$ cat src/rtl/lc3_memaccess_unit.sv
// lc3_memaccess_unit: LC3 data-memory access stage (LD/ST/LDI/STI).
// Optional per-phase timeout abort: define LC3_MEMACCESS_TIMEOUT_EN.
module lc3_memaccess_unit #(
  parameter int ADDR_W  = 16,
  parameter int DATA_W  = 16,
  parameter int TIMEOUT = 15
) (
  input  logic              clock,
  input  logic              reset,
  input  logic              req_valid,
  output logic              req_ready,
  input  logic [1:0]        req_mode,
  input  logic [ADDR_W-1:0] req_addr,
  input  logic [DATA_W-1:0] req_data,
  output logic              dmem_en,
  output logic              dmem_rd,
  output logic [ADDR_W-1:0] dmem_addr,
  output logic [DATA_W-1:0] dmem_din,
  input  logic [DATA_W-1:0] dmem_dout,
  input  logic              dmem_ack,
  output logic [DATA_W-1:0] memout,
  output logic              done,
  output logic              err
);

  typedef enum logic [1:0] {
    S_IDLE,
    S_PTR,
    S_ACCESS,
    S_DONE
  } state_t;

  state_t state_q, state_d;

  logic              wr_q, wr_d;
  logic              ready_q, ready_d;
  logic              en_q, en_d;
  logic              rd_q, rd_d;
  logic [ADDR_W-1:0] addr_q, addr_d;
  logic [DATA_W-1:0] din_q, din_d;
  logic [DATA_W-1:0] memout_q, memout_d;
  logic              done_q, done_d;
  logic              err_q, err_d;

  logic              hs;
  logic              busy;
  logic              tmo;
  logic [ADDR_W-1:0] ptr_w;

  assign hs    = req_valid && ready_q;
  assign busy  = (state_q == S_PTR) || (state_q == S_ACCESS);
  // Pointer fetched from memory, zero-extended or truncated to ADDR_W.
  assign ptr_w = ADDR_W'(dmem_dout);

`ifdef LC3_MEMACCESS_TIMEOUT_EN
  localparam int CW = $clog2(TIMEOUT + 1);

  logic [CW-1:0] cnt_q, cnt_d;

  // Expires on the wait cycle that would bring the count to TIMEOUT.
  assign tmo = !dmem_ack && (cnt_q == CW'(TIMEOUT - 1));

  // Per-phase wait counter: cleared on phase entry, counts in PTR/ACCESS.
  always_comb begin
    cnt_d = cnt_q;
    if (busy)
      cnt_d = cnt_q + 1'b1;
    if (hs || (state_q == S_PTR && dmem_ack))
      cnt_d = '0;
  end

  // Wait counter register.
  always_ff @(posedge clock) begin
    if (!reset)
      cnt_q <= '0;
    else
      cnt_q <= cnt_d;
  end
`else
  assign tmo = 1'b0;
`endif

  // State register plus registered bus/result outputs.
  always_ff @(posedge clock) begin
    if (!reset) begin
      state_q  <= S_IDLE;
      wr_q     <= 1'b0;
      ready_q  <= 1'b0;
      en_q     <= 1'b0;
      rd_q     <= 1'b0;
      addr_q   <= '0;
      din_q    <= '0;
      memout_q <= '0;
      done_q   <= 1'b0;
      err_q    <= 1'b0;
    end else begin
      state_q  <= state_d;
      wr_q     <= wr_d;
      ready_q  <= ready_d;
      en_q     <= en_d;
      rd_q     <= rd_d;
      addr_q   <= addr_d;
      din_q    <= din_d;
      memout_q <= memout_d;
      done_q   <= done_d;
      err_q    <= err_d;
    end
  end

  // Next state: indirect modes fetch the pointer first.
  always_comb begin
    state_d = state_q;
    case (state_q)
      S_IDLE, S_DONE: begin
        if (hs)
          state_d = req_mode[1] ? S_PTR : S_ACCESS;
        else
          state_d = S_IDLE;
      end
      S_PTR: begin
        if (dmem_ack)
          state_d = S_ACCESS;
        else if (tmo)
          state_d = S_DONE;
      end
      S_ACCESS: begin
        if (dmem_ack || tmo)
          state_d = S_DONE;
      end
      default: state_d = S_IDLE;
    endcase
  end

  // Next values of the registered outputs; bus fields hold between phases.
  always_comb begin
    wr_d     = wr_q;
    rd_d     = rd_q;
    addr_d   = addr_q;
    din_d    = din_q;
    memout_d = memout_q;
    if (hs) begin
      wr_d   = req_mode[0];
      rd_d   = req_mode[1] | ~req_mode[0];
      addr_d = req_addr;
      if (req_mode[0])
        din_d = req_data;
    end
    if (state_q == S_PTR && dmem_ack) begin
      addr_d = ptr_w;
      rd_d   = ~wr_q;
    end
    if (state_q == S_ACCESS && dmem_ack && !wr_q)
      memout_d = dmem_dout;
    en_d    = (state_d == S_PTR) || (state_d == S_ACCESS);
    done_d  = (state_d == S_DONE);
    err_d   = busy && tmo;
    ready_d = (state_d == S_IDLE) || (state_d == S_DONE);
  end

  assign req_ready = ready_q;
  assign dmem_en   = en_q;
  assign dmem_rd   = rd_q;
  assign dmem_addr = addr_q;
  assign dmem_din  = din_q;
  assign memout    = memout_q;
  assign done      = done_q;
  assign err       = err_q;

endmodule

$ cat config.mk
export PLATFORM = sky130hd
export DESIGN_NAME = lc3_memaccess_unit
export DESIGN_NICKNAME = d
export VERILOG_FILES = /design/src/rtl/lc3_memaccess_unit.sv
export SDC_FILE = /design/constraint.sdc
export NUM_CORES = 1
export LEC_CHECK = 0
export BUFFER_PORTS_ARGS = -buffer_cell sky130_fd_sc_hd__buf_2
export CORE_MARGIN = 2
export CORE_UTILIZATION = 47
export CTS_CLUSTER_SIZE = 24
export DETAILED_ROUTE_END_ITERATION = 10
export PLACE_DENSITY_LB_ADDON = 0.05
export SLEW_MARGIN = 20
export SYNTH_ARGS = -nofsm -noshare
export SYNTH_HDL_FRONTEND = slang
export SYNTH_SLANG_ARGS = --single-unit
$ cat constraint.sdc
create_clock -name clock -period 2.7 [get_ports clock]
set_clock_uncertainty 0.15 [all_clocks]
set_input_delay 0.27 -clock clock [delete_from_list [all_inputs] [get_ports clock]]
set_output_delay 0.27 -clock clock [all_outputs]
set_load 0.02 [all_outputs]
**Word level (Yosys, flattened, before mapping)**

Cells that the tools add are included.

- Flip-flop bits (word level): 55
- Input port bits: 54
- Output and inout port bits: 53
- Word-level logic and storage cells: 39

- Equality and inequality tests: 6
- Multiplexer cells: 9
- Bitwise gates (word level): 3
- Reductions and logical operators: 12

Operators with widths:

| cell | count |
|---|---|
| 16-bit two-way mux | 2 |
| 2-bit equality test, second input constant | 4 |
| 2-bit two-way mux | 4 |
| 2-bit one-hot mux with 3 select lines | 1 |
| 2-bit by 1-bit equality test with 1-bit output, second input constant | 2 |
| 1-bit logical AND | 4 |
| 2-bit logical NOT | 2 |
| 1-bit logical OR | 2 |
| 1-bit two-way mux | 2 |
| 1-bit NOT | 2 |
| 2-bit AND reduction | 1 |
| 2-bit nonzero test | 1 |
| 2-bit OR reduction | 1 |
| 1-bit logical NOT | 1 |
| 1-bit OR | 1 |

**Longest topological paths before layout**

Gate-level depths: netlist of the first run.

- Depth in word-level cells: 5
- Depth in mapped cells: 7
- Mapped depth without buffers: 7

**Worst setup path after synthesis of the first run**

Ideal clock, no wire load.

- Path kind: register to register
- Start point: register state_q[0]
- End point: register en_q, in the netlist dmem_en
- Library setup time: 0.115 ns
- Data arrival time: 1.344 ns
- Data required time: 2.435 ns
- Setup slack: 1.091 ns
- Stages on the path, launching flop included: 7
- Path buffers: 0
- Period minus slack after synthesis: 1.609 ns
- Cell sequence: dfxtp_1 inv_1 ha_1 nor2_1 a22oi_1 ha_1 and2_1

- Cells in the longest elaborated chain, start to end: 5
- Elaborated cells on any way between the ends: 11
- Classes of those cells: eq/ne: 5; mux: 3; reduce/logical: 3

Ends and longest elaborated chain:

| element | RTL line | text |
|---|---|---|
| from (decl) | 33 | `state_t state_q, state_d;` |
| from (signal assigned) | 97 | `state_q <= state_d;` |
| 2-bit equality test / 2-bit logical NOT (equally long branches) | 113 | `case (state_q)` |
| 2-bit OR reduction | 113 |  |
| 2-bit one-hot mux with 3 select lines (*) | 113 |  |
| 2-bit by 1-bit equality test with 1-bit output / 2-bit equality test (equally long branches) | 154 | `en_d = (state_d == S_PTR) \|\| (state_d == S_ACCESS);` |
| 1-bit logical OR (*) | 154 |  |
| via en_d | 37 | `logic en_q, en_d;` |
| to (signal assigned) | 100 | `en_q <= en_d;` |
| to (decl) | 37 |  |

Mark *: on every way through the listed nets, which the timed path passes. The rest lies on a longest branch.
A chain may end at the register's enable or synchronous reset.

**Worst setup path in the final report of the first run**

Ends and elaborated chain as after synthesis.

==> results.json, run 1 <==
{
  "cts_root_buf": "clkbuf_8",
  "tns_ns": 0,
  "ir_drop_uv": 382,
  "p_seq_share_pct": 50.7,
  "h-tree-depth": 2,
  "synth_seq_cells": 55,
  "gp_congestion": 0.771,
  "crit_fanout": 6,
  "post_drt_via_cell_ratio": 4.82,
  "core_um2": 4660,
  "synth-seq-area-share_pct": 48.9,
  "cts_resized": 0,
  "clock_latency_ns": 0.31,
  "synth_nets": 308,
  "drv_slew": 0,
  "setup_violations": 0,
  "dp_cells": 393,
  "grt_overflow": 0,
  "post-route-period-util_pct": 63.9,
  "grt_pass1_wl_um": 7750,
  "critPathKind": "reg -> reg",
  "yosysMostFrequentCell": "nand2_1",
  "synth_top_cell_area_share_pct": 48.9,
  "drc": 0,
  "synth_edf_count": 0,
  "grt_max_degree": 58,
  "dieHeight_um": 73.2,
  "timing.fmax_ghz": 0.580,
  "drtAntennaViolNets": 0,
  "cts.clk_slew.worst_paths_ns": 0.10,
  "combPwrFrac_pct": 18.5,
  "cts_buffers": 5,
  "ctsHoldBuffers": 0,
  "drt_iter0_drc": 56,
  "io_buffers": 105,
  "critPathTopFamily": "adder cells",
  "critical-path-slowest-cell": "dfxtp_1",
  "p_sw_share_pct": 27.7,
  "cpPeakStageDelay_ns": 0.36,
  "clockPowerShare_pct": 30.7,
  "seqCellArea_um2": 1100,
  "worst_pin_slew_ns": 0.779,
  "fin_ws_ns": 0.975,
  "post_cts_buffers": 0,
  "cp_common_cell": "ha_1",
  "p_total_w": 0.00176,
  "first_pass_iters": 4,
  "rows": 25,
  "syn_area_um2": 2250,
  "finish.utilization_pct": 60.9,
  "yosys_warnings": 0,
  "grt_use_total_pct": 18.6,
  "power_leakage_nw": 1.28,
  "grt_pass1_vias": 1736,
  "end_kind": "register",
  "powerDensity_nw_per_um2": 622,
  "yosysTopAreaCell": "dfxtp_1",
  "period_minus_slack_ns": 1.73,
  "wire_per_inst_um": 12.4,
  "hold_violations": 0,
  "arrival_ns": 1.79,
  "antenna_found_initial": 0,
  "multi_input_area_um2": 1020,
  "n_fill_cell": 440,
  "clk_path_buf_depth": 2,
  "path_buf_inv": 1,
  "cts_tree": "built",
  "yosys_most_used_dff": "dfxtp_1",
  "pin_count": 107,
  "dieArea_um2": 5360,
  "stdcell_count": 401,
  "timing.rr.start": "state_q[0]$_SDFF_PN0_",
  "synth-async-reset-ratio_pct": 0,
  "syn_to_final_growth_pct": 26.1,
  "final_nets": 403,
  "n_antenna_cell": 0,
  "synth.distinct_cells": 30,
  "cts_sinks": 55,
  "dieWidth_um": 73.2,
  "cp-startpoint": "state_q[0]$_SDFF_PN0_",
  "syn_inst": 251,
  "min_from": "req_data[4]",
  "p_int_w": 0.00128,
  "dp_slack_ns": 0.991,
  "layout-drive-gt1-share_pct": 33.4,
  "yosys-top-cells-count": "nand2_1, dfxtp_1, a21boi_0",
  "min_path_type": "in -> reg",
  "critPathRequiredTime_ns": 2.76,
  "syn_area_per_cell_um2": 8.96,
  "wl_um": 4960,
  "hpwlAfterDp_um": 3550,
  "vias": 1934,
  "start_util_pct": 48.3,
  "max-cap-violations": 0,
  "path_cells": "inv_1 -> ha_1 -> nor2_1 -> a22oi_1 -> ha_1 -> and2_1",
  "start_kind": "register",
  "max_slew_margin_pct": 48.0,
  "rsz0062_at_grt": "false",
  "synth.area.top_cells": "dfxtp_1, nand2_1, mux2i_1, a21boi_0, o21ai_0",
  "status": "finished clean",
  "netSwitchingPower_w": 0.000488
}
## through the flow
stage / cell area, µm² / hold slack, ns
floorplan: 2250 / 0.255
global placement: 2730 / 0.288
detailed placement: 2730 / 0.293
CTS: 2840 / 0.0233
global route: 2840 / 0.0370
finish: 2840 / 0.0382
## area by class of cell
cell class | instances | area share, %
Clock inverter | 3 | 1.54
Clock buffer | 5 | 2.43
Sequential cell | 55 | 38.8
Multi-Input combinational cell | 176 | 35.8
Timing Repair Buffer | 106 | 18.8
Tap cell | 54 | 2.38
Inverter | 2 | 0.265
## registers in the layout, summed over array words and instances, names as in the netlist
register,flops
dmem_addr,16
dmem_din,16
memout,16
state_q,2
dmem_en,1
dmem_rd,1
done,1
req_ready,1
wr_q,1
## layer usage
| metal | vias up | GRT usage, % | part of all wire (%) |
|---|---|---|---|
| li1 | 1031 | - | - |
| met1 | 841 | 23.5 | 46 |
| met2 | 54 | 30.6 | 47 |
| met3 | 8 | 5.11 | 5.4 |
| met4 | 0 | 6.38 | 1.6 |
| met5 | - | 0 | 0 |
## cell usage in the layout, fill, tap and decap left out, types with 2 or more instances in the layout
cell | netlist | final
nand2b_1 | 2 | 2
mux2i_1 | 16 | 16
clkbuf_8 | 0 | 5
ha_1 | 3 | 3
inv_1 | 2 | 2
nand2_1 | 67 | 67
o22ai_1 | 2 | 2
a21boi_0 | 20 | 20
o21ai_0 | 19 | 19
dfxtp_1 | 55 | 55
nor2b_1 | 3 | 3
and2_1 | 3 | 3
a21oi_1 | 17 | 17
nand3b_1 | 2 | 2
buf_2 | 2 | 105
a21boi_1 | 12 | 12
## power groups by stage
stage | logic [W] | registers, W | clock network (W)
global route | 0.000364 | 0.000902 | 0.000588
CTS | 0.000332 | 0.000895 | 0.000569
floorplan | 0.000168 | 0.000976 | 0
finish | 0.000327 | 0.000895 | 0.000542
detailed placement | 0.000331 | 0.000913 | 0
global placement | 0.000329 | 0.000912 | 0
## worst min-delay path, cell delays in order
cell and delay (ns):
buf_2 0.09, nand2_1 0.05, a21boi_1 0.05
## logic make-up after synthesis
family / count (synthesis) / synth area share, %
compound gates: 72 / 20.0
buf+inv: 20 / 5.90
other cells: 1 / 0.167
flops: 55 / 48.9
simple gates: 84 / 16.2
fa+ha+maj: 3 / 1.67
mux: 16 / 7.12
## path summary, 6_finish.rpt
kind / to / slack, ns / cells after the start
setup / recovery: dmem_en$_SDFF_PN0_ / 0.97 / 6
hold reg to reg: memout[6]$_SDFFE_PN0P_ / 0.30 / 2
hold / removal: dmem_din[4]$_SDFFE_PN0P_ / 0.04 / 3
setup reg to reg: dmem_en$_SDFF_PN0_ / 0.97 / 6
Note: power is estimated with default switching activity, not from simulation.
==> inputs of run 2 (changes only) <==
--- a/config.mk
+++ b/config.mk
@@ -7,7 +7,7 @@
 export LEC_CHECK = 0
 export BUFFER_PORTS_ARGS = -buffer_cell sky130_fd_sc_hd__buf_2
 export CORE_MARGIN = 2
-export CORE_UTILIZATION = 47
+export CORE_UTILIZATION = 41
 export CTS_CLUSTER_SIZE = 24
 export DETAILED_ROUTE_END_ITERATION = 10
 export PLACE_DENSITY_LB_ADDON = 0.05
==> constraint.sdc (replaced) <==
create_clock -name clock -period 1.55 [get_ports clock]
set_clock_uncertainty 0.15 [all_clocks]
set_input_delay 0.155 -clock clock [delete_from_list [all_inputs] [get_ports clock]]
set_output_delay 0.155 -clock clock [all_outputs]
set_load 0.02 [all_outputs]
==> run 2 against run 1 <==
The run now ends with negative setup slack left. Sequential share of layout area down 6.0 points. Hold slack got worse by 0.028 ns. Maximum frequency rose by 7.0%. Critical path type unchanged. Critical endpoint unchanged. Flip-flop and latch count stayed put. Clock power is 41% higher. Largest power group unchanged. Worst setup slack got worse by 1.0 ns.
==> results.json, run 2 (synthesis results as in run 1) <==
{
  "status": "complete, but fails checks",
  "failed_checks": "negative setup slack",
  "p_total_w": 0.00303,
  "pin_count": 107,
  "rrSetupSlack_ns": -0.06,
  "clock_latency_ns": 0.30,
  "timing.rr.start": "state_q[1]$_SDFF_PN0_",
  "post-route-period-util_pct": 104,
  "path_buf_inv": 1,
  "setup_violations": 1,
  "hold_violations": 0,
  "arrival_ns": 1.67,
  "cts_tree": "built",
  "rows": 26,
  "hold_depth": 3,
  "n_antenna_cell": 0,
  "final_cell_mix": "buf_2, nand2_1, dfxtp_1",
  "min_path_type": "in -> reg",
  "vias": 2176,
  "io_buffers": 105,
  "reg2reg_depth": 7,
  "layout_commonest_cell": "buf_2",
  "grt_overflow": 0,
  "post_drt_via_cell_ratio": 4.66,
  "critPathKind": "reg -> reg",
  "syn_to_final_growth_pct": 50.4,
  "tns_ns": -0.0619,
  "r2r-end": "dmem_en$_SDFF_PN0_",
  "drc": 0,
  "drv_slew": 0,
  "postLayoutCellArea_um2": 3380,
  "cp_common_cell": "o22ai_1",
  "grt_pass1_wl_um": 9200,
  "crit_fanout": 3,
  "max-cap-violations": 0,
  "cts_root_buf": "clkbuf_8",
  "antenna_found_initial": 0,
  "wl_um": 5780,
  "h-tree-depth": 2,
  "dieWidth_um": 78.1,
  "cts_buffers": 5,
  "final_nets": 453,
  "critical-path-slowest-cell": "dfxtp_4",
  "grt_pass1_vias": 1972,
  "start_util_pct": 43.2,
  "fin_ws_ns": -0.0619,
  "dp_cells": 413,
  "finish.utilization_pct": 65.0,
  "ir_drop_uv": 503,
  "hpwlAfterDp_um": 3680,
  "cts_sinks": 55,
  "stdcell_count": 467,
  "postPlaceCellArea_um2": 2820,
  "powerDensity_nw_per_um2": 895,
  "layout-drive-gt1-share_pct": 32.0,
  "critPathTopFamily": "adder cells",
  "dieArea_um2": 6100,
  "grt_use_total_pct": 18.9,
  "dieHeight_um": 78.1,
  "worstSetupPathDepth": 7,
  "path_cells": "inv_2 -> ha_4 -> nor2b_1 -> o22ai_1 -> o22ai_1 -> ha_1 -> and2_1",
  "power_leakage_nw": 1.49,
  "drtAntennaViolNets": 0,
  "start_kind": "register",
  "rsz0062_at_grt": "true",
  "period_minus_slack_ns": 1.61,
  "clk_path_buf_depth": 2,
  "first_pass_iters": 4,
  "gp_congestion": 0.791,
  "cpPeakStageDelay_ns": 0.38,
  "wire_per_inst_um": 12.4,
  "cts.clk_slew.worst_paths_ns": 0.09,
  "drt_iter0_drc": 116,
  "endpoint": "dmem_en$_SDFF_PN0_",
  "timing.fmax_ghz": 0.620,
  "grt_max_degree": 58,
  "core_um2": 5200,
  "critPathRequiredTime_ns": 1.61,
  "end_kind": "register",
  "post_cts_buffers": 0,
  "min_from": "req_addr[1]",
  "cp-startpoint": "state_q[1]$_SDFF_PN0_"
}
-- run 2: layout make-up --
| type | count | area, µm² |
|---|---|---|
| clock inverters | 1 | 5.00 |
| well taps | 70 | 87.6 |
| multi-input cells | 176 | 1050 |
| clock buffers | 7 | 76.3 |
| flip-flops and latches | 55 | 1110 |
| fillers | 478 | 1820 |
| inverters | 2 | 7.51 |
| repair buffers | 156 | 1050 |
-- run 2: layer usage --
metal	vias to the layer above	global-route usage (%)	wire, µm
li1	1132	-	-
met1	963	23.3	2590
met2	73	32.4	2710
met3	8	5.29	425
met4	0	5.26	63
met5	-	0	0
-- run 2: worst min-delay path by stage --
stage / end
after floorplan: dmem_din[0]$_SDFFE_PN0P_
after global routing: dmem_addr[1]$_SDFFE_PN0P_
after CTS: dmem_addr[1]$_SDFFE_PN0P_
after global placement: dmem_din[2]$_SDFFE_PN0P_
final: dmem_addr[1]$_SDFFE_PN0P_
after detailed placement: dmem_din[14]$_SDFFE_PN0P_
-- run 2: power breakdown --
group	switching, W	total [W]	internal (W)
clock network	0.000446	0.000764	0.000319
registers	0.0000516	0.00156	0.00151
logic	0.000367	0.000704	0.000337
total	0.000864	0.00303	0.00216
-- run 2: repair_timing --
item                                   4_1_cts  5_1_grt
hold buffers                                46        0
setup endpoints to repair                   18        4
pin swaps                                    1        0
resized for setup                            3        5
endpoints found under the hold margin       46        0
-- run 2: through the flow --
| stage | hold slack, ns | setup slack [ns] |
|---|---|---|
| finish | 0.0104 | -0.0619 |
| global route | 0.0195 | -0.134 |
| CTS | 0.00578 | -0.0634 |
| detailed placement | 0.254 | -0.0791 |
| global placement | 0.249 | -0.0678 |
| floorplan | 0.140 | 0.00343 |
-- run 2: worst register-to-register path: stages (launching register included) --
cell	delay, ns
dfxtp_4	0.38
inv_2	0.04
ha_4	0.15
nor2b_1	0.13
o22ai_1	0.14
o22ai_1	0.10
ha_1	0.29
and2_1	0.14
==> inputs of run 3 (changes only) <==
--- a/config.mk
+++ b/config.mk
@@ -6,8 +6,11 @@
 export NUM_CORES = 1
 export LEC_CHECK = 0
 export BUFFER_PORTS_ARGS = -buffer_cell sky130_fd_sc_hd__buf_2
+export CELL_PAD_IN_SITES_DETAIL_PLACEMENT = 0
+export CELL_PAD_IN_SITES_GLOBAL_PLACEMENT = 2
 export CORE_MARGIN = 2
-export CORE_UTILIZATION = 41
+export CORE_UTILIZATION = 23
+export CTS_BUF_LIST = sky130_fd_sc_hd__clkbuf_4 sky130_fd_sc_hd__clkbuf_8 sky130_fd_sc_hd__clkbuf_16
 export CTS_CLUSTER_SIZE = 24
 export DETAILED_ROUTE_END_ITERATION = 10
 export PLACE_DENSITY_LB_ADDON = 0.05
==> run 3 against run 2 <==
The run still ends with negative setup slack left. Hold slack gained 0.0027 ns. Critical path type unchanged. Flip-flop and latch count unchanged. Largest power group unchanged. First-iteration DRC count decreased by 59%. Sequential power hardly changed. Maximum frequency decreased by 1.2%. Sequential share of layout area fell by 1.7 points. Register-to-register slack worse by 0.02 ns. Count of clock-buffer cells in the layout shrank 1. Core utilization fell by 28 points. Global-route usage fell by 6.0 points.
==> results.json, run 3 (synthesis results as in run 1) <==
{
  "post-route-period-util_pct": 105,
  "syn_to_final_growth_pct": 58.5,
  "dieArea_um2": 10600,
  "hold_depth": 3,
  "grt_max_degree": 58,
  "hpwlAfterDp_um": 4450,
  "h-tree-depth": 2,
  "timing.rr.start": "state_q[1]$_SDFF_PN0_",
  "clk_path_buf_depth": 2,
  "antenna_found_initial": 0,
  "cts_root_buf": "clkbuf_8",
  "p_total_w": 0.00310,
  "rows": 36,
  "stdcell_count": 535,
  "min_path_type": "in -> reg",
  "reg2reg_depth": 7,
  "ir_drop_uv": 400,
  "rsz0062_at_grt": "true",
  "end_kind": "register",
  "post_drt_via_cell_ratio": 4.12,
  "hold_violations": 0,
  "min_from": "req_addr[3]",
  "critPathRequiredTime_ns": 1.61,
  "grt_overflow": 0,
  "core_um2": 9640,
  "r2r-end": "dmem_en$_SDFF_PN0_",
  "dp_slack_ns": -0.0815,
  "fin_ws_ns": -0.0820,
  "final_cell_mix": "buf_2, nand2_1, dfxtp_1",
  "arrival_ns": 1.69,
  "drt_iter0_drc": 48,
  "failed_checks": "negative setup slack",
  "wl_um": 6810,
  "drtAntennaViolNets": 0,
  "start_util_pct": 23.3,
  "cts_sinks": 55,
  "n_antenna_cell": 0,
  "cts.clk_slew.worst_paths_ns": 0.09,
  "layout-drive-gt1-share_pct": 33.1,
  "power_leakage_nw": 1.54,
  "timing.fmax_ghz": 0.613,
  "dieWidth_um": 103,
  "dieHeight_um": 103,
  "grt_pass1_wl_um": 10600,
  "pin_count": 107,
  "wire_per_inst_um": 12.7,
  "finish.utilization_pct": 37.0,
  "final_nets": 460,
  "rrSetupSlack_ns": -0.08,
  "layout_commonest_cell": "buf_2",
  "gp_congestion": 0.702,
  "setup_violations": 2,
  "io_buffers": 105,
  "first_pass_iters": 4,
  "critPathKind": "reg -> reg",
  "drv_slew": 0,
  "grt_use_total_pct": 12.9,
  "status": "complete, but fails checks",
  "vias": 2206,
  "cts_buffers": 5,
  "powerDensity_nw_per_um2": 870,
  "max-cap-violations": 0,
  "grt_pass1_vias": 2134,
  "start_kind": "register",
  "dp_cells": 478,
  "crit_fanout": 3,
  "drc": 0,
  "cts_tree": "built",
  "period_minus_slack_ns": 1.63,
  "hold_path_end": "dmem_addr[3]$_SDFFE_PN0P_",
  "clock_latency_ns": 0.30
}
==> run 3: changes by cell type in the layout (fill, tap and decap cells not counted), sizes merged <==
cell         before  now
buf             110  115
dlygate4sd3      46   48
clkbuf            7    6
clkinv            1    0
==> run 3: worst max-delay path by stage <==
stage | start | end | slack (ns) | cells past startpoint
floorplan | state_q[1]$_SDFF_PN0_ | dmem_en$_SDFF_PN0_ | 0.003 | 7
global placement | state_q[1]$_SDFF_PN0_ | dmem_en$_SDFF_PN0_ | -0.09 | 7
detailed placement | state_q[1]$_SDFF_PN0_ | dmem_en$_SDFF_PN0_ | -0.08 | 7
CTS | state_q[1]$_SDFF_PN0_ | dmem_en$_SDFF_PN0_ | -0.07 | 7
global route | state_q[1]$_SDFF_PN0_ | dmem_en$_SDFF_PN0_ | -0.15 | 7
finish | state_q[1]$_SDFF_PN0_ | dmem_en$_SDFF_PN0_ | -0.08 | 7
==> run 3: cell type report <==
cell class              count  area, µm²
clock buffers               6       76.3
fillers                  1068       6070
inverters                   2       7.51
multi-input cells         176       1070
flip-flops and latches     55       1110
well taps                 133        166
repair buffers            163       1140
==> run 3: metrics by stage <==
stage	area, µm²	TNS (ns)	hold WS (ns)
after floorplan	2270	0	0.140
after global placement	2920	-0.0878	0.249
after detailed placement	2920	-0.0815	0.252
after CTS	3480	-0.0697	0.00262
after global routing	3570	-0.306	0.0524
final	3570	-0.0926	0.0131
==> run 3: layer usage <==
metal	track usage [%]	part of all wire, %
met5	0	0
met4	3.34	1.1
met3	2.71	5.5
met2	21.2	46
met1	17.2	47
==> run 3: worst max-delay path: stages, from the launching register on <==
cell and delay (ns):
dfxtp_2 0.37, inv_2 0.05, ha_4 0.15, nor2b_4 0.12, o22ai_2 0.15, o22ai_2 0.10
ha_1 0.31, and2_1 0.14
==> run 3: timing repair <==
action,in CTS,in global routing
pin swaps,1,4
hold buffers,48,0
resized for setup,2,7
endpoints found under the hold margin,49,0
buffers inserted,0,3
setup endpoints to repair,2,5
==> run 3: where the power goes <==
group          total (W)  internal, W  switching (W)
logic           0.000768     0.000380       0.000389
clock network   0.000772     0.000321       0.000451
registers        0.00156      0.00151      0.0000543
total            0.00310      0.00221       0.000894
